<file path="src/rtl/dw02_mac.sv">
// Combinational multiply-accumulate (A*B + C) mod 2^W with unsigned/two's-complement mode,
// built as a partial-product array with carry-save reduction, plus an enabled output register.
module dw02_mac #(
  parameter int A_width = 8,
  parameter int B_width = 8
) (
  input  logic                       MAC_ACC_CLK,
  input  logic                       acc_ff_rst,
  input  logic [A_width-1:0]         A,
  input  logic [B_width-1:0]         B,
  input  logic [A_width+B_width-1:0] C,
  input  logic                       TC,
  input  logic                       EN,
  output logic [A_width+B_width-1:0] MAC,
  output logic [A_width+B_width-1:0] MAC_Q
);

  localparam int W = A_width + B_width;

  logic [W-1:0]   a_ext_s;
  logic [W-1:0]   b_ext_s;
  logic [W-1:0]   pp_s;
  logic [W-1:0]   sum_s;
  logic [W-1:0]   carry_s;
  logic [2*W-1:0] csa_s;
  logic [W-1:0]   mac_s;
  logic [W-1:0]   mac_q_r;

  // 3:2 compressor over W-bit vectors; returns {carry, sum}, carry already weighted by 2.
  function automatic logic [2*W-1:0] csa(input logic [W-1:0] x, input logic [W-1:0] y,
                                         input logic [W-1:0] z);
    logic [W-1:0] s;
    logic [W-1:0] maj;
    s   = x ^ y ^ z;
    maj = (x & y) | (x & z) | (y & z);
    return {maj[W-2:0], 1'b0, s};
  endfunction

  // TC gates the sign-extension bits, so one array serves both signed and unsigned modes;
  // modulo 2^W the extended-operand product equals the true signed product.
  assign a_ext_s = {{B_width{TC & A[A_width-1]}}, A};
  assign b_ext_s = {{A_width{TC & B[B_width-1]}}, B};

  // Array reduction: fold C and each shifted partial product into a sum/carry pair.
  always_comb begin
    sum_s   = C;
    carry_s = {W{1'b0}};
    pp_s    = {W{1'b0}};
    csa_s   = {(2*W){1'b0}};
    for (int i = 0; i < W; i++) begin
      pp_s    = (a_ext_s & {W{b_ext_s[i]}}) << i;
      csa_s   = csa(sum_s, carry_s, pp_s);
      sum_s   = csa_s[W-1:0];
      carry_s = csa_s[2*W-1:W];
    end
  end

  // Single carry-propagate adder; carry out of bit W-1 is dropped.
  assign mac_s = sum_s + carry_s;
  assign MAC   = mac_s;

  // Output register: reset dominates the load enable.
  always_ff @(posedge MAC_ACC_CLK) begin
    if (acc_ff_rst) begin
      mac_q_r <= {W{1'b0}};
    end else if (EN) begin
      mac_q_r <= mac_s;
    end else begin
      mac_q_r <= mac_q_r;
    end
  end

  assign MAC_Q = mac_q_r;

endmodule

</file>
<file path="config.mk">
export PLATFORM = sky130hd
export DESIGN_NAME = dw02_mac
export DESIGN_NICKNAME = d
export VERILOG_FILES = /design/src/rtl/dw02_mac.sv
export SDC_FILE = /design/constraint.sdc
export NUM_CORES = 1
export LEC_CHECK = 0
export ABC_AREA = 1
export ABC_CLOCK_PERIOD_IN_PS = 23000
export CAP_MARGIN = 20
export CORE_MARGIN = 2
export CORE_UTILIZATION = 60
export CTS_BUF_LIST = sky130_fd_sc_hd__clkbuf_4 sky130_fd_sc_hd__clkbuf_8 sky130_fd_sc_hd__clkbuf_16
export DETAILED_ROUTE_END_ITERATION = 12
export PLACE_DENSITY = 0.85
export SLEW_MARGIN = 5
export SYNTH_ARGS = -nofsm -noshare
export SYNTH_HDL_FRONTEND = slang
export SYNTH_SLANG_ARGS = --single-unit
</file>
<file path="constraint.sdc">
create_clock -name MAC_ACC_CLK -period 23 [get_ports MAC_ACC_CLK]
set_input_delay 2.3 -clock MAC_ACC_CLK [delete_from_list [all_inputs] [get_ports MAC_ACC_CLK]]
set_output_delay 2.3 -clock MAC_ACC_CLK [all_outputs]
set_load 0.1 [all_outputs]
</file>
==> impl_metrics.py, run 1 <==
metrics = {
    "outcome": {
        "status": "finished, final reports clean",
    },
    "floorplanning": {
        "pin_count": 68,
        "die-height_um": 88.8,
        "dieArea_um2": 7890,
        "die_w_um": 88.8,
        "start_util": 0.629,
        "core_area_um2": 6870,
        "rows": 30,
    },
    "logic_synthesis": {
        "yosysWarnings": 0,
        "synth.avg_cell_area_um2": 8.40,
        "yosys.area.top_type": "fa_1",
        "syn_inst": 514,
        "netlist.area_leader.share": 0.487,
        "synth-seq-cells": 16,
        "yosysSeqAreaShare": 0.0742,
        "netlist-cell-type-count": 26,
        "netlist_area_um2": 4320,
        "syn-num-nets": 670,
        "synthTopCellsByArea": "fa_1 49%, inv_1 13%, nand2_1 9.9%",
    },
    "global_routing": {
        "grt_pass1_vias": 3511,
        "grt_overflow": 0,
        "grt_first_pass_wirelength_mm": 14.1,
        "antenna_found_initial": 0,
        "grt_max_degree": 33,
        "track_usage": 0.227,
    },
    "timing": {
        "hold_viol": 0,
        "tns_ns": 0,
        "setup_viol_count_final": 0,
        "relSlewSlack": 0.347,
        "timing.fmax_ghz": 0.0663,
        "rsz0062_at_grt": "no",
        "finalMaxSlewViolations": 0,
        "final.setup.worst_slack_ns": 7.92,
        "worst_slew_pin_slew_ns": 0.977,
        "fin_crit_sh": 0.656,
        "fin_crit_ns": 15.08,
        "fin_skew_ns": 0,
    },
    "layout": {
        "layout-drive-gt1-share": 0.0638,
        "largest_reg_flops": 16,
        "final_nets": 721,
        "n_antenna_cell": 0,
        "final_core_util": 0.732,
        "areaGrowthSynthToFinish_pct": 16.5,
    },
    "setup_path": {
        "critPathMaxStageDelay_ns": 1.12,
        "end_kind": "output pin",
        "path_class": "in -> out",
        "critPathMaxFanout": 9,
        "arrival_ns": 12.78,
        "crit_top_cell": "fa_1",
        "crit_slowest_cell": "clkdlybuf4s50_1",
        "cp.required_ns": 20.70,
        "cp-start-kind": "input pin",
    },
    "clocking": {
        "clock-sinks": 16,
        "hold_buffers": 0,
        "clock_latency_ns": 0.25,
        "cts_tree": "built",
        "cts_setup_buffers": 0,
        "cts-root-buf": "clkbuf_8",
        "clkTransAtPathRegs_ns": 0.06,
        "htreeDepth": 1,
        "cts_buffers": 3,
        "clock_path_buffers": 2,
        "ctsResizeCount": 0,
    },
    "placed_design": {
        "io_buffers": 67,
        "place_congestion": 0.830,
        "hpwl_mm": 7.14,
        "preCtsSetupSlack_ns": 7.91,
    },
    "drt": {
        "drc": 0,
        "drt_iter0_markers": 77,
        "wl_mm": 7.79,
        "vias_per_cell": 4.91,
        "ant_nets": 0,
        "dr_total_vias": 3241,
        "first_pass_iters": 4,
        "routedWlPerCell_um": 11.8,
    },
    "job": {
        "max-cap-violations": 0,
    },
    "hold_path": {
        "hold_class": "reg -> reg",
    },
}
-- cells in the mapped netlist, drive strengths merged --
cell type and instances:
o21ai 17, nand3b 1, nand3 18, clkbuf 8, clkinv 2, xor2 5
nand4 2, fa 105, nor2 4, a21oi 16, dfxtp 16, buf 13
nand2 130, xnor2 5, ha 15, inv 156, a21o 1
-- routing by layer --
metal,routed length [um],share of wire,vias up,track usage
met5,0,0,-,0
met4,213,0.027,0,0.0813
met3,291,0.037,16,0.0121
met2,4340,0.56,82,0.457
met1,2950,0.38,1595,0.249
li1,-,-,1548,-
-- metrics by stage --
step	cells	hold slack, ns	instance area, um^2
floorplan	514	0.993	4320
global placement	656	0.510	4980
detailed placement	656	0.517	4980
CTS	660	0.534	5030
global route	660	0.568	5030
finish	660	0.533	5030
-- cell families after synthesis --
logic type / synth area share
compound gates: 0.0409
simple gates: 0.165
buf+inv: 0.169
flops: 0.0742
xor+xnor: 0.0203
fa+ha+maj: 0.530
-- worst max-delay path, delay by kind of cell --
| kind | cells | cell delay (ns) |
|---|---|---|
| fa+ha+maj | 15 | 6.97 |
| simple gates | 8 | 0.68 |
| compound gates | 1 | 0.17 |
| buf+inv | 12 | 2.64 |
-- worst paths after layout --
check	start	end	slack [ns]	depth (start not counted)
worst max register to register	MAC_Q[15]$_SDFFE_PP0P_	MAC_Q[15]$_SDFFE_PP0P_	22.17	2
worst min register to register	MAC_Q[6]$_SDFFE_PP0P_	MAC_Q[6]$_SDFFE_PP0P_	0.53	2
worst max-delay path	TC	MAC[15]	7.92	36
worst min-delay path	MAC_Q[6]$_SDFFE_PP0P_	MAC_Q[6]$_SDFFE_PP0P_	0.53	2
-- cells in the final DEF (no fill, tap or decap) --
cell type,instances
a21oi_2,1
nor2_2,3
nor2_1,1
inv_1,152
nand2_2,13
clkdlybuf4s50_1,67
nand3_4,1
ha_1,15
dfxtp_1,16
a21oi_1,15
nand4_1,2
inv_2,3
xor2_1,5
nand3_2,5
nand3b_1,1
clkinv_2,2
xnor2_1,5
nand3_1,12
a21o_1,1
nand2_1,114
o21ai_0,17
clkbuf_8,4
nand2_4,3
fa_1,105
inv_4,1
-- area by class of cell --
class	instances	area, um^2
Inverter	158	598
Fill cell	521	1840
Multi-Input combinational cell	319	3270
Timing Repair Buffer	67	671
Tap cell	96	120
Sequential cell	16	320
Clock buffer	4	55.1
Power of run 1 is left out: the tool's default activity adds up to more than one toggle a clock period on the data nets, which glitch-free logic cannot reach.
==> run 2, diff against run 1 <==
--- a/config.mk
+++ b/config.mk
@@ -6,13 +6,13 @@
 export NUM_CORES = 1
 export LEC_CHECK = 0
 export ABC_AREA = 1
-export ABC_CLOCK_PERIOD_IN_PS = 23000
+export ABC_CLOCK_PERIOD_IN_PS = 15660
 export CAP_MARGIN = 20
 export CORE_MARGIN = 2
-export CORE_UTILIZATION = 60
+export CORE_UTILIZATION = 56
 export CTS_BUF_LIST = sky130_fd_sc_hd__clkbuf_4 sky130_fd_sc_hd__clkbuf_8 sky130_fd_sc_hd__clkbuf_16
 export DETAILED_ROUTE_END_ITERATION = 12
-export PLACE_DENSITY = 0.85
+export PLACE_DENSITY = 0.8
 export SLEW_MARGIN = 5
 export SYNTH_ARGS = -nofsm -noshare
 export SYNTH_HDL_FRONTEND = slang
==> constraint.sdc (replaced) <==
create_clock -name MAC_ACC_CLK -period 15.66 [get_ports MAC_ACC_CLK]
set_input_delay 1.566 -clock MAC_ACC_CLK [delete_from_list [all_inputs] [get_ports MAC_ACC_CLK]]
set_output_delay 1.566 -clock MAC_ACC_CLK [all_outputs]
set_load 0.1 [all_outputs]
==> run 2 against run 1 <==
Register-to-register slack worse by 7.3 ns. Final cell count grew 0.91%. Worst hold slack worse by 0.0010 ns. Critical path depth unchanged. Via count decreased by 1.2%. Die area up 6.8%. Wire length decreased by 1.3%. Utilization down 7.0 points. Global-route usage decreased by 2.7 points. Largest cell class unchanged.
==> impl_metrics.py, run 2 (synthesized netlist as in run 1, its figures left out) <==
metrics = {
    "clocking": {
        "clock_path_buffers": 2,
        "clkTransAtPathRegs_ns": 0.06,
        "htreeDepth": 1,
        "cts_setup_buffers": 0,
        "clock-sinks": 16,
        "cts-root-buf": "clkbuf_8",
        "cts_tree": "built",
        "cts_buffers": 3,
        "clock_latency_ns": 0.24,
        "ctsResizeCount": 0,
        "hold_buffers": 0,
    },
    "floorplanning": {
        "die_w_um": 91.8,
        "pin_count": 68,
        "start_util": 0.568,
        "core_area_um2": 7610,
        "die-height_um": 91.8,
        "rows": 32,
        "dieArea_um2": 8430,
    },
    "setup_path": {
        "arrival_ns": 12.02,
        "end_kind": "output pin",
        "critPathMaxStageDelay_ns": 1.12,
        "path_class": "in -> out",
        "crit_top_cell": "fa_1",
        "critPathMaxFanout": 9,
        "cp.required_ns": 14.09,
        "cp-start-kind": "input pin",
        "crit_slowest_cell": "clkdlybuf4s50_1",
    },
    "timing": {
        "worst_slew_pin_slew_ns": 0.973,
        "hold_viol": 0,
        "fin_crit_ns": 13.59,
        "fin_crit_sh": 0.868,
        "finalMaxSlewViolations": 0,
        "relSlewSlack": 0.350,
        "timing.fmax_ghz": 0.0736,
        "fin_skew_ns": 0,
        "rsz0062_at_grt": "no",
        "setup_viol_count_final": 0,
        "tns_ns": 0,
    },
    "job": {
        "max-cap-violations": 0,
    },
    "drt": {
        "vias_per_cell": 4.81,
        "drt_iter0_markers": 93,
        "met2_length_mm": 4.30,
        "wl_mm": 7.70,
        "dr_total_vias": 3202,
        "dr_wl_met3_um": 292,
        "drc": 0,
        "met1Wirelength_mm": 3.04,
        "highest_layer": "met4",
        "ant_nets": 0,
        "first_pass_iters": 4,
        "routedWlPerCell_um": 11.6,
    },
    "layout": {
        "seqCellArea_um2": 320,
        "areaGrowthSynthToFinish_pct": 16.7,
        "final_nets": 721,
        "largest_reg_flops": 16,
        "n_antenna_cell": 0,
        "multi_input_comb_area_um2": 3270,
        "nFillCells": 630,
        "layout-drive-gt1-share": 0.0638,
        "layout_commonest_cell": "inv_1",
        "mostFrequentLayoutCells": "152 x inv_1, 114 x nand2_1, 105 x fa_1",
    },
    "hold_path": {
        "hold_class": "reg -> reg",
    },
    "global_routing": {
        "grt_overflow": 0,
        "track_usage": 0.200,
        "antenna_found_initial": 0,
        "grt_first_pass_wirelength_mm": 14.0,
        "grt_max_degree": 33,
        "grt_pass1_vias": 3439,
    },
    "placed_design": {
        "io_buffers": 67,
        "hpwl_mm": 7.11,
        "place_congestion": 0.837,
    },
    "outcome": {
        "status": "finished, final reports clean",
    },
}
-- run 2: cell counts in the layout (fill, tap and decap cells not counted) --
No cell type changed its count.
-- run 2: layer usage --
metal	global-route usage	vias to the layer above
li1	-	1546
met1	0.245	1572
met2	0.392	75
met3	0.0148	9
met4	0.0323	0
met5	0	-
-- run 2: worst max-delay path: cells and delay by family --
family	cells	cell delay (ns)
adders and majority gates	15	6.98
AOI/OAI and AO/OA	1	0.17
buffers and inverters	13	2.67
and+or+nand+nor	7	0.63
-- run 2: through the flow --
step / std cells / util / hold WS [ns] / setup slack, ns / area [um^2]
floorplan: 514 / - / 0.993 / 3.81 / 4320
global route: 666 / 0.662 / 0.566 / 1.68 / 5040
detailed placement: 662 / 0.655 / 0.518 / 2.07 / 4980
global placement: 662 / 0.655 / 0.508 / 2.30 / 4980
CTS: 666 / 0.662 / 0.534 / 2.07 / 5040
finish: 666 / 0.662 / 0.532 / 2.07 / 5040
-- run 2: cell type report --
type / instances / area share
Multi-Input combinational cell: 319 / 0.648
Timing Repair Buffer: 67 / 0.133
Inverter: 158 / 0.119
Sequential cell: 16 / 0.0636
Tap cell: 102 / 0.0253
Clock buffer: 4 / 0.0109
-- run 2: worst paths after layout --
| kind | to | from | slack [ns] | cells past startpoint |
|---|---|---|---|---|
| setup / recovery | MAC[15] | TC | 2.07 | 36 |
| hold / removal | MAC_Q[13]$_SDFFE_PP0P_ | MAC_Q[13]$_SDFFE_PP0P_ | 0.53 | 2 |
| setup reg to reg | MAC_Q[11]$_SDFFE_PP0P_ | MAC_Q[11]$_SDFFE_PP0P_ | 14.92 | 2 |
| hold reg to reg | MAC_Q[13]$_SDFFE_PP0P_ | MAC_Q[13]$_SDFFE_PP0P_ | 0.53 | 2 |
Power of run 2 is left out for the same reason.
